`src/rtl/led_pattern_decoder.sv`:
```
// Receive-side LED pattern decoder: recovers slot index and dot/bar mode from a
// 10-LED stream, tracks slot continuity, locks on, and counts sequence errors.
module led_pattern_decoder #(
  parameter int LOCK_COUNT = 3,
  parameter int ERR_W      = 8
) (
  input  logic             ck,
  input  logic             rs,
  input  logic             en,
  input  logic [9:0]       leds,
  output logic [3:0]       index,
  output logic             mode,
  output logic             pat_ok,
  output logic             locked,
  output logic             seq_err,
  output logic             frame_done,
  output logic [ERR_W-1:0] err_cnt
);

  localparam int RUN_W = (LOCK_COUNT < 1) ? 1 : $clog2(LOCK_COUNT + 1);
  localparam logic [RUN_W-1:0] RUN_LOCK = RUN_W'(LOCK_COUNT);
  localparam logic [3:0] IDX_BLANK   = 4'd10;
  localparam logic [3:0] IDX_ILLEGAL = 4'd15;

  typedef enum logic {
    HUNT,
    LOCKED
  } state_t;

  state_t             r_state;
  logic [3:0]         r_index;
  logic               r_mode;
  logic               r_pat_ok;
  logic               r_seq_err;
  logic               r_frame_done;
  logic [ERR_W-1:0]   r_err_cnt;
  logic [RUN_W-1:0]   r_run;
  logic               r_have_prev;

  state_t             w_state_nxt;
  logic [3:0]         w_index_nxt;
  logic               w_mode_nxt;
  logic               w_pat_ok_nxt;
  logic               w_seq_err_nxt;
  logic               w_frame_done_nxt;
  logic [ERR_W-1:0]   w_err_cnt_nxt;
  logic [RUN_W-1:0]   w_run_nxt;
  logic               w_have_prev_nxt;

  logic [3:0]         w_dec_index;
  logic               w_dec_mode;
  logic               w_dec_legal;
  logic [3:0]         w_expected;
  logic               w_in_seq;

  // Pattern decode. Blank and the single-LED pattern 001 carry no mode
  // information, so they keep the previously decoded mode.
  always_comb begin
    // NOTE: every combinational output gets a default first so no path
    // through the block leaves it unassigned and infers a latch.
    w_dec_index = IDX_ILLEGAL;
    w_dec_mode  = r_mode;
    w_dec_legal = 1'b0;
    if (leds == 10'h000) begin
      w_dec_index = IDX_BLANK;
      w_dec_legal = 1'b1;
    end else if (leds == 10'h001) begin
      w_dec_index = 4'd0;
      w_dec_legal = 1'b1;
    end else begin
      for (int k = 1; k < 10; k++) begin
        if (leds == (10'd1 << k)) begin
          w_dec_index = 4'(k);
          w_dec_mode  = 1'b0;
          w_dec_legal = 1'b1;
        end else if (leds == ((10'd1 << (k + 1)) - 10'd1)) begin
          w_dec_index = 4'(k);
          w_dec_mode  = 1'b1;
          w_dec_legal = 1'b1;
        end
      end
    end
  end

  // Stream period is 11 slots: 0..9 then blank, wrapping back to 0.
  assign w_expected = (r_index == IDX_BLANK) ? 4'd0 : (r_index + 4'd1);
  assign w_in_seq   = w_dec_legal && r_have_prev && (w_dec_index == w_expected);

  always_comb begin
    w_state_nxt      = r_state;
    w_index_nxt      = r_index;
    w_mode_nxt       = r_mode;
    w_pat_ok_nxt     = r_pat_ok;
    w_seq_err_nxt    = 1'b0;
    w_frame_done_nxt = 1'b0;
    w_err_cnt_nxt    = r_err_cnt;
    w_run_nxt        = r_run;
    w_have_prev_nxt  = r_have_prev;

    if (en) begin
      w_index_nxt  = w_dec_index;
      w_mode_nxt   = w_dec_mode;
      w_pat_ok_nxt = w_dec_legal;

      unique case (r_state)
        HUNT: begin
          if (w_dec_legal) begin
            w_have_prev_nxt = 1'b1;
            if (w_in_seq && (r_run != RUN_LOCK)) begin
              w_run_nxt = r_run + 1'b1;
            end else if (!w_in_seq) begin
              w_run_nxt = '0;
            end
            if (w_run_nxt == RUN_LOCK) begin
              w_state_nxt = LOCKED;
            end
          end else begin
            w_have_prev_nxt = 1'b0;
            w_run_nxt       = '0;
          end
        end

        LOCKED: begin
          if (w_in_seq) begin
            w_frame_done_nxt = (w_dec_index == IDX_BLANK);
          end else begin
            // Out-of-sequence blanks land here too, so frame_done and
            // seq_err can never pulse together.
            w_seq_err_nxt   = 1'b1;
            w_state_nxt     = HUNT;
            w_run_nxt       = '0;
            w_have_prev_nxt = w_dec_legal;
            if (r_err_cnt != {ERR_W{1'b1}}) begin
              w_err_cnt_nxt = r_err_cnt + 1'b1;
            end
          end
        end

        default: w_state_nxt = HUNT;
      endcase
    end
  end

  always_ff @(posedge ck) begin
    // NOTE: state registers use non-blocking assignments so every flop
    // samples the pre-edge values regardless of statement order.
    if (rs) begin
      r_state      <= HUNT;
      r_index      <= 4'd0;
      r_mode       <= 1'b0;
      r_pat_ok     <= 1'b0;
      r_seq_err    <= 1'b0;
      r_frame_done <= 1'b0;
      r_err_cnt    <= '0;
      r_run        <= '0;
      r_have_prev  <= 1'b0;
    end else begin
      r_state      <= w_state_nxt;
      r_index      <= w_index_nxt;
      r_mode       <= w_mode_nxt;
      r_pat_ok     <= w_pat_ok_nxt;
      r_seq_err    <= w_seq_err_nxt;
      r_frame_done <= w_frame_done_nxt;
      r_err_cnt    <= w_err_cnt_nxt;
      r_run        <= w_run_nxt;
      r_have_prev  <= w_have_prev_nxt;
    end
  end

  assign index      = r_index;
  assign mode       = r_mode;
  assign pat_ok     = r_pat_ok;
  assign locked     = (r_state == LOCKED);
  assign seq_err    = r_seq_err;
  assign frame_done = r_frame_done;
  assign err_cnt    = r_err_cnt;

endmodule

```
`config.mk`:
```
export PLATFORM = sky130hd
export DESIGN_NAME = led_pattern_decoder
export DESIGN_NICKNAME = d
export VERILOG_FILES = /design/src/rtl/led_pattern_decoder.sv
export SDC_FILE = /design/constraint.sdc
export NUM_CORES = 1
export LEC_CHECK = 0
export BUFFER_PORTS_ARGS = -buffer_cell sky130_fd_sc_hd__buf_2
export CAP_MARGIN = 20
export CORE_ASPECT_RATIO = 1.75
export CORE_UTILIZATION = 50
export DETAILED_ROUTE_END_ITERATION = 12
export GPL_TIMING_DRIVEN = 0
export PLACE_DENSITY = 0.86
export SYNTH_ARGS = -nofsm -noshare
export SYNTH_HDL_FRONTEND = slang
export SYNTH_SLANG_ARGS = --single-unit
```
`constraint.sdc`:
```
create_clock -name ck -period 2.8 [get_ports ck]
set_clock_uncertainty 0.15 [all_clocks]
set_input_delay 0.56 -clock ck [delete_from_list [all_inputs] [get_ports ck]]
set_output_delay 0.56 -clock ck [all_outputs]
set_load 0.01 [all_outputs]
```
== Word level (Yosys, flattened, before mapping) ==
Cells that the tools add are included.

* Register bits after elaboration: 20
* Output and inout port bits: 17
* Input bits: 13
* Logic and storage cells: 127

* $add $sub $neg: 3
* Reductions and logical operators: 10
* Eq/ne operators: 26
* Bitwise gates (word level): 5
* Mux-type cells: 74

{| class="wikitable"
|+ Operator list
! operator !! count
|-
| 2-to-1 mux 4 bit || 21
|-
| 2-to-1 mux 1 bit || 44
|-
| equality test 10 bit (second input constant) || 2
|-
| equality test 10 x 2 -> 1 bit (second input constant) || 2
|-
| equality test 10 x 3 -> 1 bit (second input constant) || 2
|-
| equality test 10 x 4 -> 1 bit (second input constant) || 2
|-
| equality test 10 x 5 -> 1 bit (second input constant) || 2
|-
| equality test 10 x 6 -> 1 bit (second input constant) || 2
|-
| equality test 10 x 7 -> 1 bit (second input constant) || 2
|-
| equality test 10 x 8 -> 1 bit (second input constant) || 2
|-
| equality test 10 x 9 -> 1 bit (second input constant) || 2
|-
| nonzero test 18 bit || 1
|-
| 2-to-1 mux 2 bit || 6
|-
| equality test 10 x 1 -> 1 bit (second input constant) || 1
|-
| zero test 10 bit || 1
|-
| adder 8 x 1 -> 8 bit (second input constant) || 1
|-
| equality test 4 bit (second input constant) || 2
|-
| != test 8 bit (second input constant) || 1
|-
| AND reduction 4 bit || 2
|-
| inverter 1 bit || 5
|-
| adder 4 x 1 -> 4 bit (second input constant) || 1
|-
| equality test 4 bit || 1
|-
| != test 2 bit (second input constant) || 2
|-
| case mux 1 bit (2 select lines) || 2
|-
| 7 further kinds || 9
|}

== Logic depth before layout (Yosys ltp) ==
Gate-level depths: netlist (run 1).

* Word-level depth: 32
* Mapped depth: 11
* Mapped depth without buffers: 8

== Worst setup path after synthesis (run 1) ==
Ideal clock, no wire load.

* Path type: input to register
* Start: input port leds[5]
* End: register r_err_cnt[3] (netlist: err_cnt[3])
* Path slack: -151 ps
* Cell stages on the path: 10
* Setup time: 121 ps
* Path buffers: 2
* Data arrival time: 2679 ps
* Required time: 2529 ps
* Cell sequence: buf_6 -> or4_4 -> o21a_1 -> a2111oi_4 -> o21ai_1 -> a21oi_2 -> o2111a_2 -> buf_6 -> nor2_2 -> mux2_4

* Word-level cells in the longest chain between the ends: 25
* Elaborated cells on any way between the ends: 65
* Classes of those cells: eq/ne (20); mux (40); bitwise (1); reduce/logical (4)

{| class="wikitable"
|+ RTL lines
! what !! line !! text
|-
| from (decl) || 10 || <nowiki>input logic [9:0] leds,</nowiki>
|-
| equality test 10 x 2 -> 1 bit || 76 || <nowiki>end else if (leds == ((10'd1 << (k + 1)) - 10'd1)) begin</nowiki>
|-
| 2-to-1 mux 4 bit / 2-to-1 mux 1 bit (equally long branches) || 76 ||
|-
| 2-to-1 mux 4 bit / 2-to-1 mux 1 bit (equally long branches) || 72 || <nowiki>if (leds == (10'd1 << k)) begin</nowiki>
|-
| 2-to-1 mux 4 bit / 2-to-1 mux 1 bit (equally long branches) || 76 ||
|-
| 2-to-1 mux 4 bit / 2-to-1 mux 1 bit (equally long branches) || 72 ||
|-
| 2-to-1 mux 4 bit / 2-to-1 mux 1 bit (equally long branches) || 76 ||
|-
| 2-to-1 mux 4 bit / 2-to-1 mux 1 bit (equally long branches) || 72 ||
|-
| 2-to-1 mux 4 bit / 2-to-1 mux 1 bit (equally long branches) || 76 ||
|-
| [9 not listed] || -- ||
|-
| 2-to-1 mux 4 bit / 2-to-1 mux 1 bit (equally long branches) || 76 ||
|-
| 2-to-1 mux 4 bit / 2-to-1 mux 1 bit (equally long branches) || 72 ||
|-
| 2-to-1 mux 4 bit / 2-to-1 mux 1 bit (equally long branches) || 67 || <nowiki>end else if (leds == 10'h001) begin</nowiki>
|-
| 2-to-1 mux 4 bit / 2-to-1 mux 1 bit (equally long branches) || 64 || <nowiki>if (leds == 10'h000) begin</nowiki>
|-
| equality test 4 bit / logical AND 1 bit (equally long branches) || 87 || <nowiki>assign w_in_seq = w_dec_legal && r_have_prev && (w_dec_index == w_expected);</nowiki>
|-
| logical AND 1 bit (*) || 87 ||
|-
| inverter 1 bit (no source line) (*) || -- ||
|-
| AND reduction 4 bit (no source line) (*) || -- ||
|-
| to (signal assigned) || 164 || <nowiki>r_err_cnt <= w_err_cnt_nxt;</nowiki>
|-
| to (decl) || 36 || <nowiki>logic [ERR_W-1:0] r_err_cnt;</nowiki>
|}

Mark *: on every way between the ends. The rest lies on a longest branch, timed or not.
A chain may end at the register's enable or synchronous reset.

== Final worst setup path (run 1) ==
* Start: input port leds[7]
* End: register r_err_cnt[4] (netlist: err_cnt[4])

Same word-level chain as after synthesis.

==> results of run 1 <==
-- cells in the final DEF (no fill, tap or decap), types with 4 or more instances in the layout --
| master | instances |
|---|---|
| a21oi_1 | 10 |
| buf_2 | 26 |
| buf_4 | 15 |
| buf_6 | 4 |
| clkbuf_1 | 4 |
| clkbuf_8 | 4 |
| dfxtp_1 | 20 |
| inv_1 | 4 |
| mux2i_1 | 10 |
| nand2_1 | 13 |
| nand2b_1 | 8 |
| nand3_1 | 4 |
| nand4_1 | 4 |
| nor2_1 | 16 |
| nor2b_1 | 5 |
| nor3_1 | 5 |
| nor4_1 | 4 |
| o21ai_0 | 9 |
| o31ai_4 | 4 |
| xnor2_1 | 5 |
-- cells by family after synthesis --
kind of cell	after synthesis	synth area share (%)
compound gates	57	24.2
buf+inv	20	5.90
simple gates	92	31.5
fa+ha+maj	3	2.14
flops	20	23.6
mux	13	8.11
xor+xnor	9	4.64
-- routing by layer --
layer	vias up	global-route usage [%]	routed length [um]
li1	874	-	-
met5	-	0	0
met4	0	10.6	221
met1	886	24.4	1670
met2	59	50.1	2690
met3	23	2.27	157
-- how the worst max path moves through the flow --
stage,from,endpoint,slack (ps),cells after the start
after floorplan,leds[0],err_cnt[3],-90,10
after detailed placement,leds[2],err_cnt[3],-440,11
after CTS,leds[4],err_cnt[3],2,10
after global placement,leds[2],err_cnt[3],-410,11
after global routing,leds[7],err_cnt[4],-70,12
final,leds[7],err_cnt[4],10,12
-- power by group --
part           internal (mW)  switching (mW)  leakage [nW]
Clock                  0.125          0.0982        0.0288
Sequential             0.290         0.00823         0.163
Combinational         0.0674          0.0941         0.697
Total                  0.483           0.200         0.889
-- state kept, by name (all words and copies together), names as in the netlist --
name         count
mode             1
pat_ok           1
frame_done       1
locked           1
r_have_prev      1
seq_err          1
index            4
err_cnt          8
r_run            2
-- metrics by stage --
| step | setup TNS (ps) | util (%) | cells |
|---|---|---|---|
| after floorplan | -98.3 | - | 214 |
| after global placement | -3160 | 59.9 | 282 |
| after detailed placement | -3650 | 59.9 | 282 |
| after CTS | 0 | 64.1 | 288 |
| after global routing | -398 | 71.7 | 298 |
| final | 0 | 71.7 | 298 |
-- final cells by class --
type                            count  area [sq um]  share of cell area (%)
Inverter                            4          15.0                   0.659
Clock buffer                        4          55.1                    2.42
Sequential cell                    20           400                    17.6
Multi-Input combinational cell    174          1420                    62.2
Tap cell                           43          53.8                    2.36
Buffer                             13          90.1                    3.95
Timing Repair Buffer               40           248                    10.9
-- tightest hold or removal path: stages, from the launching register on --
cell	delay, ps
dfxtp_1	340
o31ai_1	70
a21oi_1	60
-- what timing repair did --
item,CTS,global route
setup buffers,4,11
resized for setup,13,33
setup endpoints to repair,8,12
pin swaps,7,20
gates cloned,0,0
==> results.md, run 1 <==
* Area leader, netlist: dfxtp_1
* DR vias at 1842
* Max Freq at 358 MHz
* Die H at 79.1 um
* Filler Cells Inserted at 265
* RSZ-0062 raised after global routing: true
* Worst r2r dst: err_cnt[7]
* Reg2Reg Setup Slack at 260 ps
* Largest net degree at the start of global routing at 12
* DRC at 0
* HP Start: err_cnt[7]
* First-pass GRT wire length at 7020 um
* CTS clk-pin slew, worst paths at 80 ps
* Drt wl/cell at 15.9 um
* Most common cell in the netlist: dfxtp_1
* CTS tree: yes
* Min-Delay Endpoint: err_cnt[7]
* Dpl ws at -437 ps
* Power per cell area at 300 nW/um^2
* VDD IR max at 0.299 mV
* # hold bufs at CTS at 0
* DR pass1 iterations at 4
* CTS root buffer: clkbuf_8
* EDFF count, synth at 0
* DRT antenna net count at 0
* HP Class: reg2reg
* Total routed wirelength at 4750 um
* N_diodes at 0
* WHS Path Cells at 2
* Launch point of the worst reg-to-reg path: err_cnt[4]
* Status: finished clean
* Clk Latency, worst-skew pair at 270 ps
* Initial DRC Count at 44
* Final Worst Setup Slack at 9.99 ps
* Yosys reg bits at 20
* Lkg Pwr at 0.889 nW
* Hold Vio Cnt, Final at 0
* Max_slew headroom at 59.5%
* Worst hold margin at 357 ps
* Die width at 46.1 um
* Initial antenna violation count at 0
* Clock tree buffer depth at 2
* Core area at 3180 sq um
* Slew @ Worst Pin at 607 ps
* Number of global-route vias before repair at 1632
* Req. time, crit path at 2780 ps
* Worst path max stage delay at 300 ps
* Total GRT Usage at 25.5%
* Top cell type's share of synthesized area at 23.6%
* Congestion Overflow GR at 0
* Final min period at 2790 ps
* Syn avg cell area at 7.93 sq um
* Worst Setup End Kind: register
* Slowest-stage cell, CP: or2_4
* Reg2reg path depth at 7
* Final GP Congestion at 0.923
* PortBufs at 25
* Final setup fails at 0
* HPWL Detailed at 3250 um
* Critical path class: in2reg
* WP buf/inv at 4
* Cell area after layout at 2280 sq um
* Most used cell, CP: buf_4
* Max H-tree Level at 1
* IO Count at 30
* Part of the cycle the worst path needs at 99.6%
* Crit path max fanout at 8
* Synthesized net count at 229
* Placed inst area at 1900 sq um
* Register area share after synthesis at 23.6%
* Vias per cell at 6.18
* Post-synth ARST share at 0%
* Worst-path cell chain: clkbuf_2 > or2_4 > nor4_4 > buf_4 > o211ai_1 > xnor2_1 > nor2_1 > o2111a_2 > buf_6 > buf_4 > o31ai_4 > a21oi_1
* Initial core utilization at 53.5%
* Power Total at 0.684 mW
* Row count at 27
* Crit path max-delay family: buffers and inverters
* Layout cells sized above 1 at 38.8%
* Layout Nets at 271
* Syn Std Cell Area at 1700 sq um
* Die area at 3640 sq um
* Cells after Synth at 214
* Max Slew Vio Count at 0
* Most used flip-flop cell after synthesis: dfxtp_1
* Worst Path Arrival at 2770 ps
* Synth area leaders: dfxtp_1, mux2i_1, nor2_1
* CTS buffer count at 3
* Commonest cells post-synth: dfxtp_1, nor2_1, nand2_1
* Startpoint types: primary input
* Yosys cell types at 57
* Warnings, synthesis at 0
* Area grow syn2layout at 34.2%
* Sink Count at 20
* Max Cap Viol at 0
(Power assumes the default switching activity.)
==> run 2, diff against run 1 <==
--- a/config.mk
+++ b/config.mk
@@ -5,12 +5,12 @@
 export SDC_FILE = /design/constraint.sdc
 export NUM_CORES = 1
 export LEC_CHECK = 0
+export ABC_AREA = 1
 export BUFFER_PORTS_ARGS = -buffer_cell sky130_fd_sc_hd__buf_2
 export CAP_MARGIN = 20
 export CORE_ASPECT_RATIO = 1.75
 export CORE_UTILIZATION = 50
 export DETAILED_ROUTE_END_ITERATION = 12
-export GPL_TIMING_DRIVEN = 0
 export PLACE_DENSITY = 0.86
 export SYNTH_ARGS = -nofsm -noshare
 export SYNTH_HDL_FRONTEND = slang
==> run 2 against run 1 <==
Net effect: utilization is 11 points lower; total power down 12%; highest routed layer unchanged; sequential power about the same; maximum frequency increased by 13%; first-iteration DRC count increased by 11%; via count up 1.2%; worst setup slack better by 320 ps.
==> results.md, run 2 <==
* Most common cell after layout, fill and taps aside: nand2_1
* HP Start: r_have_prev
* Total routed wirelength at 4160 um (-12%)
* Post_cts resized at 0 (-13)
* IO Count at 30 (unchanged)
* Total GRT Usage at 25.1% (-0.47 points)
* Yosys cell types at 31 (-46%)
* CTS buffer count at 3 (unchanged)
* Die width at 46.0 um (about the same)
* Power per cell area at 312 nW/um^2 (+4.0%)
* Met3 Use GR at 1.59% (-0.68 points)
* EDFF count, synth at 0 (unchanged)
* Met1 usage at 22.4% (-2.0 points)
* RSZ-0062 raised after global routing: false
* Commonest non-fill, non-tap cells in the layout: nand2_1, inv_1, nor2_1
* Reg2reg path depth at 15 (+8)
* Worst r2r dst: r_have_prev
* Setup Buffers After CTS at 0 (-4)
* Launch point of the worst reg-to-reg path: index[1]
* GR peak layer: met2
* Initial core utilization at 53.4% (about the same)
* Critical path class: in2reg
* First-pass GRT wire length at 6870 um (-2.2%)
* DRC at 0 (unchanged)
* Drt wl/cell at 11.8 um (-26%)
* Initial DRC Count at 49 (+11%)
* Synth area leaders: dfxtp_1, nand2_1, inv_1
* Layout cells sized above 1 at 19.1% (-20 points)
* Commonest cells post-synth: nand2_1, inv_1, nor2_1
* Worst hold margin at 330 ps (-27.2 ps)
* Cells after Synth at 281 (+31%)
* Most common cell in the netlist: nand2_1
* Max Freq at 405 MHz (+13%)
* Cell area after layout at 1920 sq um (-16%)
* Placed inst area at 1880 sq um (-1.4%)
* Top cell type's share of synthesized area at 23.6% (about the same)
* Syn avg cell area at 6.04 sq um (-24%)
* Most used cell, CP: nand2_1
* Max H-tree Level at 1 (unchanged)
* Largest net degree at the start of global routing at 23 (+11)
* WP buf/inv at 4 (unchanged)
* Final GP Congestion at 0.883 (-4.4%)
* Row count at 27 (unchanged)
* Synthesized net count at 296 (+29%)
* Yosys reg bits at 20 (unchanged)
* Max_slew headroom at 60.9% (+1.4 points)
* Clk Latency, worst-skew pair at 260 ps (about the same)
* Startpoint types: primary input
* Layout Nets at 326 (+20%)
* Clock tree buffer depth at 2 (unchanged)
* Crit path max-delay family: simple AND/OR/NAND/NOR gates
* HPWL Detailed at 3420 um (+5.4%)
* Syn Std Cell Area at 1700 sq um (about the same)
* Req. time, crit path at 2810 ps (+30 ps)
* Min-Delay Endpoint: r_have_prev
* Vias per cell at 5.30 (-14%)
* Core area at 3180 sq um (unchanged)
* WHS Path Cells at 2 (unchanged)
* Number of flip-flops in the largest register at 8 (unchanged)
* Max Slew Vio Count at 0 (unchanged)
* Crit path max fanout at 6 (-2)
* N_diodes at 0 (unchanged)
* Die area at 3640 sq um (about the same)
* Area leader, netlist: dfxtp_1
* Part of the cycle the worst path needs at 88.2% (-11 points)
* DRT antenna net count at 0 (unchanged)
* Sink Count at 20 (unchanged)
* Area grow syn2layout at 13.1%
* DR vias at 1864 (+1.2%)
* Worst-path cell chain: buf_2 > nor2_1 > nand2_2 > nor2_2 > nand3_1 > nand2_1 > nor2_2 > nand4_1 > nand2_1 > inv_1 > nand2_2 > nor2_4 > nand3_1 > nand2_1 > inv_2 > o21bai_1 > inv_1
* Dpl ws at 93.8 ps (+531 ps)
* CTS clk-pin slew, worst paths at 70 ps (about the same)
* Crit path depth at 17 (+5)
* Lkg Pwr at 1.05 nW (+18%)
* Setup TNS at 0 ps (unchanged)
* Initial antenna violation count at 0 (unchanged)
* Slowest-stage cell, CP: nor2_1
* Final Worst Setup Slack at 330 ps (+320 ps)
* Most used flip-flop cell after synthesis: dfxtp_1
* Reg2Reg Setup Slack at 820 ps (+560 ps)
* Congestion Overflow GR at 0 (unchanged)
* Worst path max stage delay at 250 ps (-50 ps)
* Final min period at 2470 ps (-320 ps)
* Number of global-route vias before repair at 1784 (+9.3%)
* VDD IR max at 0.355 mV (+19%)
* Power Total at 0.599 mW (-12%)
* Worst Setup End Kind: register
* HP Class: reg2reg
* Met2 GRT Util at 47.9% (-2.3 points)
* # hold bufs at CTS at 0 (unchanged)
* Final setup fails at 0 (unchanged)
* Post-synth ARST share at 0% (unchanged)
* PortBufs at 29 (+16%)
* CTS tree: yes
* Worst Path Arrival at 2480 ps (-290 ps)
* Slew @ Worst Pin at 584 ps (-23.2 ps)
* Max Cap Viol at 0 (unchanged)
* Status: finished clean
* DR pass1 iterations at 4 (unchanged)
* CTS root buffer: clkbuf_8
* Warnings, synthesis at 0 (unchanged)
* Die H at 79.1 um (about the same)
* Register area share after synthesis at 23.6% (about the same)
* Hold Vio Cnt, Final at 0 (unchanged)
-- run 2: cell count changes in the layout (fill, tap and decap cells not counted), sizes merged, moves of 7 or more --
cell / before / now
mux2i: 10 / 0
nand2: 13 / 79
nand2b: 8 / 0
clkbuf: 11 / 3
inv: 4 / 45
nand3: 7 / 26
nor4: 7 / 0
nor2: 18 / 41
nand4: 4 / 17
buf: 46 / 29
-- run 2: kinds of logic after synthesis --
family / after synthesis / synth area share, %
flops: 20 / 23.6
fa+ha+maj: 2 / 1.47
compound gates: 32 / 10.5
mux: 1 / 0.664
buf+inv: 49 / 11.1
simple gates: 170 / 49.0
xor+xnor: 7 / 3.61
-- run 2: how the worst max path moves through the flow --
stage	from	endpoint
3_5_place_dp	leds[5]	r_have_prev
5_1_grt	leds[5]	r_have_prev
3_3_place_gp	leds[5]	r_have_prev
6_report	leds[5]	r_have_prev
4_1_cts	leds[5]	r_have_prev
2_1_floorplan	leds[9]	r_have_prev
-- run 2: where the power goes --
| group | internal (mW) | total, mW | switching (mW) |
|---|---|---|---|
| Clock | 0.0960 | 0.186 | 0.0903 |
| Sequential | 0.292 | 0.299 | 0.00721 |
| Combinational | 0.0354 | 0.113 | 0.0777 |
-- run 2: worst min-delay path: stages, from the launching register on --
cell and delay (ps):
dfxtp_1 330, o21bai_1 80, inv_1 50
-- run 2: cell type report --
class                      count  area, sq um
sequential                    20          400
clock buffer                   3         41.3
tap                           43         53.8
fill                         349         1260
inverter                      45          169
timing repair buffer          29          145
multi-input combinational    212         1110
-- run 2: per-stage QoR --
step | utilization [%] | std cells
final | 60.4 | 352
after global placement | 59.1 | 349
after global routing | 60.4 | 352
after detailed placement | 59.1 | 349
after CTS | 60.4 | 352
after floorplan | - | 281
-- run 2: per-layer routing --
layer | up-vias | wire (um)
li1 | 965 | -
met1 | 842 | 1530
met2 | 42 | 2370
met3 | 15 | 80
met4 | 0 | 177
met5 | - | 0
